`src/rtl/coproc_pkg.sv`:
```
// Shared definitions for the coprocessor block sequencer: config/status field
// positions, data region base, FSM state encoding and a status-word builder.
package coproc_pkg;

    localparam int unsigned CFG_START_BIT = 0;
    localparam int unsigned CFG_N_LSB     = 8;

    localparam int unsigned STS_BUSY_BIT  = 0;
    localparam int unsigned STS_DONE_BIT  = 1;
    localparam int unsigned STS_ERR_BIT   = 2;
    localparam int unsigned STS_CNT_LSB   = 8;

    localparam int unsigned DATA_BASE     = 4;

    localparam logic [2:0] S_IDLE   = 3'd0;
    localparam logic [2:0] S_READ   = 3'd1;
    localparam logic [2:0] S_WAIT   = 3'd2;
    localparam logic [2:0] S_SEND   = 3'd3;
    localparam logic [2:0] S_RESULT = 3'd4;
    localparam logic [2:0] S_WRITE  = 3'd5;
    localparam logic [2:0] S_DONE   = 3'd6;

    typedef enum logic [2:0] {
        SEQ_IDLE   = S_IDLE,
        SEQ_READ   = S_READ,
        SEQ_WAIT   = S_WAIT,
        SEQ_SEND   = S_SEND,
        SEQ_RESULT = S_RESULT,
        SEQ_WRITE  = S_WRITE,
        SEQ_DONE   = S_DONE
    } seq_state_e;

    function automatic logic [15:0] make_status(input logic [7:0] count, input logic busy,
                                                input logic done, input logic err);
        logic [15:0] s;
        s                      = '0;
        s[STS_BUSY_BIT]        = busy;
        s[STS_DONE_BIT]        = done;
        s[STS_ERR_BIT]         = err;
        s[STS_CNT_LSB +: 8]    = count;
        return s;
    endfunction

endpackage

```
`src/rtl/coproc_block_sequencer_watchdog.sv`:
```
// Handshake watchdog for the block sequencer: counts while enabled, clears on
// request, and flags expiry on the cycle the count reaches the limit.
module seq_watchdog #(
    parameter int limit = 256
) (
    input  logic in_clk,
    input  logic in_reset,
    input  logic in_en,
    input  logic in_clr,
    output logic out_expired
);
    localparam int CNT_W = $clog2(limit + 1);

    logic [CNT_W-1:0] cnt_q, cnt_d;

    always_comb begin
        cnt_d = cnt_q;
        if (in_clr) begin
            cnt_d = '0;
        end else if (in_en) begin
            cnt_d = cnt_q + 1'b1;
        end
    end

    assign out_expired = in_en && !in_clr && (cnt_q == CNT_W'(limit - 1));

    always_ff @(posedge in_clk or posedge in_reset) begin
        if (in_reset) begin
            cnt_q <= '0;
        end else begin
            cnt_q <= cnt_d;
        end
    end

endmodule

```
`src/rtl/coproc_block_sequencer.sv`:
```
// Block sequencer: streams N 4-cell blocks from memory through compute and writes
// results back in place, maintaining the status word. SEQ_TIMEOUT_EN adds a watchdog.
module coproc_block_sequencer
    import coproc_pkg::*;
#(
    parameter int size           = 1024,
    parameter int blocks         = 4,
    parameter int log_size       = 10,
    parameter int cell_width     = 32,
    parameter int width          = blocks * cell_width,
    parameter int timeout_cycles = 256
) (
    input  logic                  in_clk,
    input  logic                  in_reset,
    input  logic [cell_width-1:0] in_config,
    output logic [log_size-1:0]   out_address,
    output logic                  out_read_en,
    output logic                  out_write_en,
    output logic [width-1:0]      out_data,
    input  logic [width-1:0]      in_data,
    output logic [cell_width-1:0] out_status,
    output logic                  out_write_status_en,
    output logic                  out_blk_valid,
    input  logic                  in_blk_ready,
    output logic [width-1:0]      out_blk_data,
    input  logic                  in_res_valid,
    output logic                  out_res_ready,
    input  logic [width-1:0]      in_res_data
);
    seq_state_e            state_q, state_d;
    logic                  cfg_q, cfg_d;
    logic                  start_q, start_d;
    logic [7:0]            n_q, n_d;
    logic [7:0]            k_q, k_d;
    logic [width-1:0]      operand_q, operand_d;
    logic [width-1:0]      result_q, result_d;
    logic [cell_width-1:0] status_q, status_d;
    logic                  status_we_q, status_we_d;

    logic [7:0]            cfg_n;
    logic [31:0]           cfg_need;
    logic                  cfg_in_range;
    logic [log_size-1:0]   blk_addr;

    assign cfg_n        = in_config[CFG_N_LSB +: 8];
    assign cfg_need     = (32'(cfg_n) + 32'd1) * 32'(blocks);
    assign cfg_in_range = cfg_need <= 32'(size);
    assign blk_addr     = log_size'(32'(DATA_BASE) + 32'(blocks) * 32'(k_q));

`ifdef SEQ_TIMEOUT_EN
    logic wd_active, wd_clear, wd_expired;

    assign wd_active = (state_q == SEQ_SEND) || (state_q == SEQ_RESULT);
    assign wd_clear  = !wd_active
                     || ((state_q == SEQ_SEND) && in_blk_ready)
                     || ((state_q == SEQ_RESULT) && in_res_valid);

    seq_watchdog #(.limit(timeout_cycles)) u_watchdog (
        .in_clk     (in_clk),
        .in_reset   (in_reset),
        .in_en      (wd_active),
        .in_clr     (wd_clear),
        .out_expired(wd_expired)
    );
`endif

    always_comb begin
        state_d     = state_q;
        cfg_d       = in_config[CFG_START_BIT];
        start_d     = in_config[CFG_START_BIT] & ~cfg_q;
        n_d         = n_q;
        k_d         = k_q;
        operand_d   = operand_q;
        result_d    = result_q;
        status_d    = status_q;
        status_we_d = 1'b0;

        // Status writes are registered, so each one appears in the cycle after its transition.
        case (state_q)
            SEQ_IDLE: begin
                if (start_q) begin
                    status_we_d = 1'b1;
                    if (!cfg_in_range) begin
                        status_d = cell_width'(make_status(8'd0, 1'b0, 1'b1, 1'b1));
                    end else begin
                        n_d      = cfg_n;
                        k_d      = 8'd0;
                        status_d = cell_width'(make_status(8'd0, 1'b1, 1'b0, 1'b0));
                        state_d  = (cfg_n == 8'd0) ? SEQ_DONE : SEQ_READ;
                    end
                end
            end
            SEQ_READ: state_d = SEQ_WAIT;
            SEQ_WAIT: begin
                operand_d = in_data;
                state_d   = SEQ_SEND;
            end
            SEQ_SEND: begin
                if (in_blk_ready) state_d = SEQ_RESULT;
            end
            SEQ_RESULT: begin
                if (in_res_valid) begin
                    result_d    = in_res_data;
                    status_d    = cell_width'(make_status(k_q + 8'd1, 1'b1, 1'b0, 1'b0));
                    status_we_d = 1'b1;
                    state_d     = SEQ_WRITE;
                end
            end
            SEQ_WRITE: begin
                k_d     = k_q + 8'd1;
                state_d = (k_q + 8'd1 == n_q) ? SEQ_DONE : SEQ_READ;
            end
            SEQ_DONE: begin
                status_d    = cell_width'(make_status(n_q, 1'b0, 1'b1, 1'b0));
                status_we_d = 1'b1;
                state_d     = SEQ_IDLE;
            end
            default: state_d = SEQ_IDLE;
        endcase

`ifdef SEQ_TIMEOUT_EN
        if (wd_expired) begin
            status_d    = cell_width'(make_status(k_q, 1'b0, 1'b1, 1'b1));
            status_we_d = 1'b1;
            state_d     = SEQ_IDLE;
        end
`endif
    end

    always_ff @(posedge in_clk or posedge in_reset) begin
        if (in_reset) begin
            state_q     <= SEQ_IDLE;
            cfg_q       <= 1'b0;
            start_q     <= 1'b0;
            n_q         <= '0;
            k_q         <= '0;
            operand_q   <= '0;
            result_q    <= '0;
            status_q    <= '0;
            status_we_q <= 1'b0;
        end else begin
            state_q     <= state_d;
            cfg_q       <= cfg_d;
            start_q     <= start_d;
            n_q         <= n_d;
            k_q         <= k_d;
            operand_q   <= operand_d;
            result_q    <= result_d;
            status_q    <= status_d;
            status_we_q <= status_we_d;
        end
    end

    assign out_read_en         = (state_q == SEQ_READ);
    assign out_write_en        = (state_q == SEQ_WRITE);
    assign out_address         = (out_read_en || out_write_en) ? blk_addr : '0;
    assign out_data            = result_q;
    assign out_blk_valid       = (state_q == SEQ_SEND);
    assign out_blk_data        = operand_q;
    assign out_res_ready       = (state_q == SEQ_RESULT);
    assign out_status          = status_q;
    assign out_write_status_en = status_we_q;

endmodule

```
`config.mk`:
```
export PLATFORM = sky130hd
export DESIGN_NAME = coproc_block_sequencer
export DESIGN_NICKNAME = d
export VERILOG_FILES = /design/src/rtl/coproc_pkg.sv /design/src/rtl/coproc_block_sequencer_watchdog.sv /design/src/rtl/coproc_block_sequencer.sv
export SDC_FILE = /design/constraint.sdc
export NUM_CORES = 1
export LEC_CHECK = 0
export ABC_AREA = 1
export CAP_MARGIN = 40
export CORE_AREA = 2 2 231 233
export CTS_CLUSTER_SIZE = 30
export DETAILED_ROUTE_END_ITERATION = 7
export DIE_AREA = 0 0 233 235
export HOLD_SLACK_MARGIN = 0.06
export SLEW_MARGIN = 20
export SYNTH_ARGS = -nofsm -noshare
export SYNTH_HDL_FRONTEND = slang
export SYNTH_HIERARCHICAL = 1
export SYNTH_SLANG_ARGS = --single-unit
```
`constraint.sdc`:
```
create_clock -name in_clk -period 26.8 [get_ports in_clk]
set_clock_uncertainty 0.05 [all_clocks]
set_input_delay 5.36 -clock in_clk [delete_from_list [all_inputs] [get_ports in_clk]]
set_output_delay 5.36 -clock in_clk [all_outputs]
set_load 0.03 [all_outputs]
```
=== Yosys cells after proc, flatten, opt, wreduce, memory -nomap -nowiden ===
Index checks and enable logic that the tools add are counted.

* $add $sub $neg: 3
* Magnitude comparators: 1
* Eq/ne operators: 11
* Multiplexer cells: 18
* Bitwise operators: 2
* Reductions and logical operators: 10

{| class="wikitable"
|+ Operators by type and width
! kind !! number
|-
| $pmux W32 S3 || 1
|-
| $mux W32 || 2
|-
| $mux W3 || 7
|-
| $pmux W3 S6 || 1
|-
| $mux W8 || 2
|-
| $pmux W8 S2 || 1
|-
| $le A11 B11 Y1 const B || 1
|-
| $add A3 B10 Y10 const A || 1
|-
| $mux W10 || 1
|-
| $add A8 B1 Y9 const B || 1
|-
| $eq A3 B3 Y1 const B || 3
|-
| $reduce_and A3 Y1 || 3
|-
| $add A8 B1 Y8 const B || 1
|-
| $eq A8 B8 Y1 || 1
|-
| $logic_not A8 Y1 || 1
|-
| $eq A3 B2 Y1 const B || 2
|-
| $ne A2 B2 Y1 const B || 3
|-
| $reduce_and A4 Y1 || 1
|-
| $eq A3 B1 Y1 const B || 1
|-
| $logic_not A3 Y1 || 1
|-
| $pmux W1 S3 || 1
|-
| $reduce_bool A3 Y1 || 1
|-
| $mux W1 || 2
|-
| $ne A2 B1 Y1 const B || 1
|-
| 5 further kinds || 5
|}

* Register bits: 310
* Input port bits: 292
* Output and inout bits: 303
* Logic and storage cells: 54

=== Depth between registers and ports, before layout ===
Gate-level depths: netlist of run 1.

* Depth after elaboration: 5
* Mapped depth: 14
* Depth with buffers taken out: 14

=== Worst setup path before layout of run 1 ===
No wires, ideal clock.

* Kind: register to output
* Start: register k_q[0]
* End: output out_address[8]
* Data arrival time: 1.458 ns
* Required time: 21.390 ns
* Path slack: 19.932 ns
* Stages on the path, launching flop included: 8
* Path buffers: 0
* Path through: dfrtp_1 ha_1 nand2_1 nor2_1 nand2_1 nand2_1 nand2_1 nor2_1

* Cells in the longest elaborated chain, start to end: 2

{| class="wikitable"
|+ Ends and longest elaborated chain
! what !! line !! source
|-
| from (decl) || coproc_block_sequencer.sv:34 || <nowiki>logic [7:0] k_q, k_d;</nowiki>
|-
| from (signal assigned) || coproc_block_sequencer.sv:146 || <nowiki>k_q <= k_d;</nowiki>
|-
| $add A3 B10 Y10 || coproc_block_sequencer.sv:48 || <nowiki>assign blk_addr = log_size'(32'(DATA_BASE) + 32'(blocks) * 32'(k_q));</nowiki>
|-
| $mux W10 || coproc_block_sequencer.sv:156 || <nowiki>assign out_address = (out_read_en || out_write_en) ? blk_addr : '0;</nowiki>
|-
| to (decl) || coproc_block_sequencer.sv:16 || <nowiki>output logic [log_size-1:0] out_address,</nowiki>
|}

No other way between the ends.

=== Worst setup path after layout of run 1 ===
Ends and elaborated chain as after synthesis.

==> impl_metrics.ini, run 1 <==
[run_status]
status = completed

[cts]
ctsHoldBuffers = 0
clk_latency_ps = 530
numCtsBuffers = 36
post_cts_buffers = 0
cts_root_buf = clkbuf_16
cts_resized = 0
cts.path.max_buffers = 3
cts.sinks = 289
htreeDepth = 2
cts_tree = yes
clk_pin_slew_ps = 60

[run]
max-cap-violations = 0

[routing]
ant_nets = 0
via_per_inst = 4.07
wirelength_mm = 38.1
dr.pass1.iters = 6
dr.first_iter.drc_count = 382
routedWlPerCell_um = 16.3
vias = 9539
drc_errors = 0

[timing]
min_period_ps = 8080
hold_violations = 0
finalWorstSetupSlack_ps = 18720
fmax_mhz = 124
rsz0062_at_grt = false
max_slew.worst_pin.slew_ps = 800
setup_viol_count_final = 0
slew_violations = 0
finalSetupTns_ps = 0
slew_headroom_pct = 46.6
finalCritPeriodShare_pct = 30.1

[placed_design]
place_hpwl_mm = 28.0
io_buffer_count = 548
place_area_sq_mm = 0.0181
place.gp.congestion = 0.836
place_ws_ps = 18800

[layout]
nets = 1917
final_core_util_pct = 36.8
drive_above_1_share_pct = 13.0
final_cell_mix = clkdlybuf4s50_1 (548), nand2_1 (433), dfrtp_1 (289)
final_common_cell = clkdlybuf4s50_1
post-route-cell-area_sq_mm = 0.0192
syn_to_final_growth_pct = 61.1

[setup_path]
cp.arrival_ps = 2670
worstPathRequired_ps = 21390
crit_type = reg -> out
path_max_fanout = 7
crit_path_end_kind = primary output
critPathLaunchType = register

[yosys]
synth_adder_area_share_pct = 0.105
synth_top_family_by_area = simple AND/OR/NAND/NOR gates
yosys.area_share.simple_pct = 16.5
synth_compound_area_share_pct = 1.53
synthCells = 1071
yosys_register_bits = 289
synth_xor_area_share_pct = 0
synth_seq_area_share_pct = 60.6
yosys_warnings = 6
synthMuxAreaShare_pct = 16.0
syn_area_per_cell_sq_um = 11.1
syn-cell-area_sq_mm = 0.0119
ys_types = 28

[power]
ir_drop_uv = 65.0
power_density_mw_per_mm2 = 128
leakagePower_nw = 9.09

[floorplanning]
fp.dieW_um = 233
row_count = 84
coreArea_sq_mm = 0.0522
die_area_sq_mm = 0.0548
start_util_pct = 22.8
pin_count = 595
fp.dieH_um = 235

[global_route]
grt_overflow = 0
busiest_layer = met2
grtUsageMet2_pct = 22.9
grt_first_pass_wirelength_mm = 58.1
grt_max_degree = 97
grt_usage_pct = 13.5
grt_pass1_vias = 9869
grtUsageMet3_pct = 5.17
met1_usage_pct = 15.7
antenna_found_initial = 3

[worst_hold_path]
hp-class = reg -> reg
registers in the layout (all words and copies together) (netlist names):
register / flops
out_status: 11
start_q: 1
cfg_q: 1
out_blk_data: 128
state_q: 3
n_q: 8
out_write_status_en: 1
k_q: 8
out_data: 128
area by class of cell:
type,count,area [sq um]
Clock buffer,55,1040
Tap cell,688,861
Timing Repair Buffer,561,5680
Fill cell,5190,33000
Multi-Input combinational cell,697,4180
Sequential cell,289,7230
Antenna cell,2,5.00
Inverter,39,156
Clock inverter,10,61.3
cells by family after synthesis:
logic type / count (synthesis)
mux: 136
simple gates: 505
compound gates: 32
flops: 289
fa+ha+maj: 1
other cells: 1
buf+inv: 107
synthesized netlist by cell type:
library cell | number | area (sq um)
buf_4 | 23 | 173
mux2_2 | 35 | 394
buf_1 | 2 | 7.51
conb_1 | 1 | 3.75
o21ai_0 | 6 | 30.0
inv_1 | 36 | 135
mux2_4 | 101 | 1520
o21ai_1 | 1 | 5.00
nand3_1 | 26 | 130
o21bai_1 | 1 | 7.51
nor4_1 | 2 | 12.5
or2_2 | 1 | 6.26
clkbuf_1 | 5 | 18.8
nand4_1 | 1 | 6.26
nor2_1 | 36 | 135
inv_2 | 3 | 11.3
o22ai_1 | 14 | 87.6
a21oi_1 | 9 | 45.0
buf_2 | 24 | 120
ha_1 | 1 | 12.5
nand2_2 | 2 | 12.5
nand3_2 | 1 | 10.0
dfrtp_1 | 289 | 7230
buf_6 | 14 | 158
nor2_4 | 2 | 22.5
nor2_2 | 1 | 6.26
o31ai_1 | 1 | 7.51
nand2_1 | 433 | 1630
routing by layer:
layer  up-vias  wire (um)
met5         -         27
met4         4        840
met3        60       3730
met2       385      18400
met1      4607      15100
li1       4483          -
power by group:
part | switching, mW | leakage [nW] | internal [mW]
sequential | 0.111 | 3.58 | 0.638
combinational | 0.704 | 4.96 | 0.542
clock | 0.188 | 0.548 | 0.269
per-stage QoR:
step | power (mW) | std cells | hold slack [ps]
2_1_floorplan | 1.46 | 1093 | 326
3_3_place_gp | 1.99 | 2268 | 333
3_5_place_dp | 2.01 | 2273 | 337
4_1_cts | 2.49 | 2338 | 342
5_1_grt | 2.59 | 2340 | 354
6_report | 2.45 | 2341 | 336
worst max-delay path: stages, from the launching register on:
cell and delay [ps]:
dfrtp_1 500, ha_1 220, nand2_1 110, nor2_1 220, nand2_1 70, nand2_1 110, nand2_1 110, nor2_1 110
clkdlybuf4s50_1 680
path summary, 6_finish.rpt:
| check | depth (start not counted) | startpoint | to | slack, ps |
|---|---|---|---|---|
| hold reg to reg | 1 | cfg_q | start_q | 340 |
| hold / removal | 1 | cfg_q | start_q | 340 |
| setup reg to reg | 6 | state_q[2] | out_data[53] | 24010 |
| max in group asynchronous | 6 | in_reset | k_q[1] | 19770 |
| setup / recovery | 8 | k_q[0] | out_address[8] | 18720 |
| min in group asynchronous | 2 | in_reset | out_data[93] | 5290 |
Note: power is estimated with default switching activity, not from simulation.
==> run 2: changes to the inputs <==
CORE_AREA = 2 2 233 235   (was 2 2 231 233)
DIE_AREA = 0 0 235 237   (was 0 0 233 235)
clock period = 7.9 ns   (was 26.8 ns; I/O delays follow)
==> run 2 against run 1 <==
  * Die area rose by 1.7%
  * Count of clock-buffer cells in the layout fell by 3
  * Core utilization fell by 0.69 points
  * Register-to-register slack got worse by 19000 ps
  * Wire length barely moved
  * Cell count barely moved
  * Combinational power rose to 3.4 times the previous value
  * Hold slack improved by 4.3 ps
  * First-iteration DRC count rose by 6.0%
  * Via count fell by 0.77%
  * Sequential share of layout area barely moved
==> impl_metrics.ini, run 2 (same netlist as run 1, synthesis figures left out) <==
[routing]
via_per_inst = 4.05
vias = 9466
ant_nets = 0
dr.pass1.iters = 5
dr.first_iter.drc_count = 405
drc_errors = 0
wirelength_mm = 38.1
routedWlPerCell_um = 16.3

[setup_path]
worstPathRequired_ps = 6270
crit_path_end_kind = primary output
crit_top_cell = nand2_1
critPathLaunchType = register
path_max_fanout = 7
slowest_stage = clkdlybuf4s50_1
critPathMaxStageDelay_ps = 690
crit_chain = ha_1 -> nand2_1 -> nor2_1 -> nand2_1 -> nand2_1 -> nand2_1 -> nor2_1 -> clkdlybuf4s50_1
cp.arrival_ps = 2620
crit_type = reg -> out

[cts]
cts.sinks = 289
ctsHoldBuffers = 0
cts_tree = yes
post_cts_buffers = 0
numCtsBuffers = 37
cts_root_buf = clkbuf_16
cts.path.max_buffers = 3
htreeDepth = 2
cts_resized = 0
clk_latency_ps = 530
clk_pin_slew_ps = 50

[timing]
finalCritPeriodShare_pct = 53.8
min_period_ps = 4250
setup_viol_count_final = 0
finalWorstSetupSlack_ps = 3650
slew_violations = 0
finalSetupTns_ps = 0
rsz0062_at_grt = false
holdWs_ps = 340
max_slew.worst_pin.slew_ps = 960
fmax_mhz = 235
slew_headroom_pct = 36.0
hold_violations = 0

[run]
max-cap-violations = 0

[placed_design]
dp.cells = 2277
place_ws_ps = 3820
place_hpwl_mm = 27.4
place.gp.congestion = 0.851
io_buffer_count = 548
place_area_sq_mm = 0.0180

[layout]
syn_to_final_growth_pct = 61.2
fin_cells = 2339
fillCellCount = 5228
num_antenna_cells = 0
nets = 1914
drive_above_1_share_pct = 12.9
post-route-cell-area_sq_mm = 0.0192
final_cell_mix = clkdlybuf4s50_1 (548), nand2_1 (433), dfrtp_1 (289)
final_core_util_pct = 36.1
final_common_cell = clkdlybuf4s50_1

[power]
leakagePower_nw = 9.09
power_density_mw_per_mm2 = 438
finalPower_mw = 8.42
ir_drop_uv = 243

[run_status]
status = completed

[floorplanning]
start_util_pct = 22.4
die_area_sq_mm = 0.0557
fp.dieH_um = 237
coreArea_sq_mm = 0.0533
row_count = 85
pin_count = 595
fp.dieW_um = 235

[global_route]
grt_max_degree = 148
antenna_found_initial = 1
grt_pass1_vias = 9845
grt_first_pass_wirelength_mm = 58.2
grt_overflow = 0
grt_usage_pct = 13.3

[worst_hold_path]
hp-class = reg -> reg
## run 2: cell count changes in the layout (fill, tap and decap cells not counted), sizes merged
cell,previous run,this run
buf,13,9
bufinv,0,1
clkbuf,55,52
clkinv,7,6
clkinvlp,0,1
diode,2,0
inv,42,40
## run 2: metal layers
metal  GRT usage, %  wire, um  vias to the layer above
li1               -         -                     4470
met1           15.7     15200                     4528
met2           21.8     18100                      398
met3           5.15      3520                       68
met4           5.16      1170                        2
met5              0        16                        -
## run 2: worst max-delay path, delay by kind of cell, from the launching register on
kind | cells | cell delay, ps
adder cells (fa/ha/maj) | 1 | 210
AND/OR/NAND/NOR | 6 | 710
buffers and inverters | 1 | 690
flip-flops | 1 | 480
## run 2: power breakdown
part	switching, mW	internal, mW	leakage [nW]
combinational	2.40	1.84	4.93
clock	0.639	0.984	0.579
sequential	0.390	2.17	3.58
total	3.43	4.99	9.09
## run 2: cell type report
class	instances	area, sq um	area share, %
Clock buffer	52	1080	5.64
Clock inverter	9	77.6	0.403
Inverter	39	153	0.794
Multi-Input combinational cell	697	4180	21.7
Sequential cell	289	7230	37.6
Tap cell	696	871	4.53
Timing Repair Buffer	557	5640	29.3
## run 2: final timing paths
kind | slack (ps) | cells past startpoint | end | from
setup / recovery | 3650 | 8 | out_address[8] | k_q[0]
hold / removal | 340 | 1 | start_q | cfg_q
setup reg to reg | 5240 | 6 | out_data[105] | state_q[2]
hold reg to reg | 340 | 1 | start_q | cfg_q
max in group asynchronous | 4640 | 4 | out_data[121] | in_reset
min in group asynchronous | 1500 | 3 | out_data[119] | in_reset
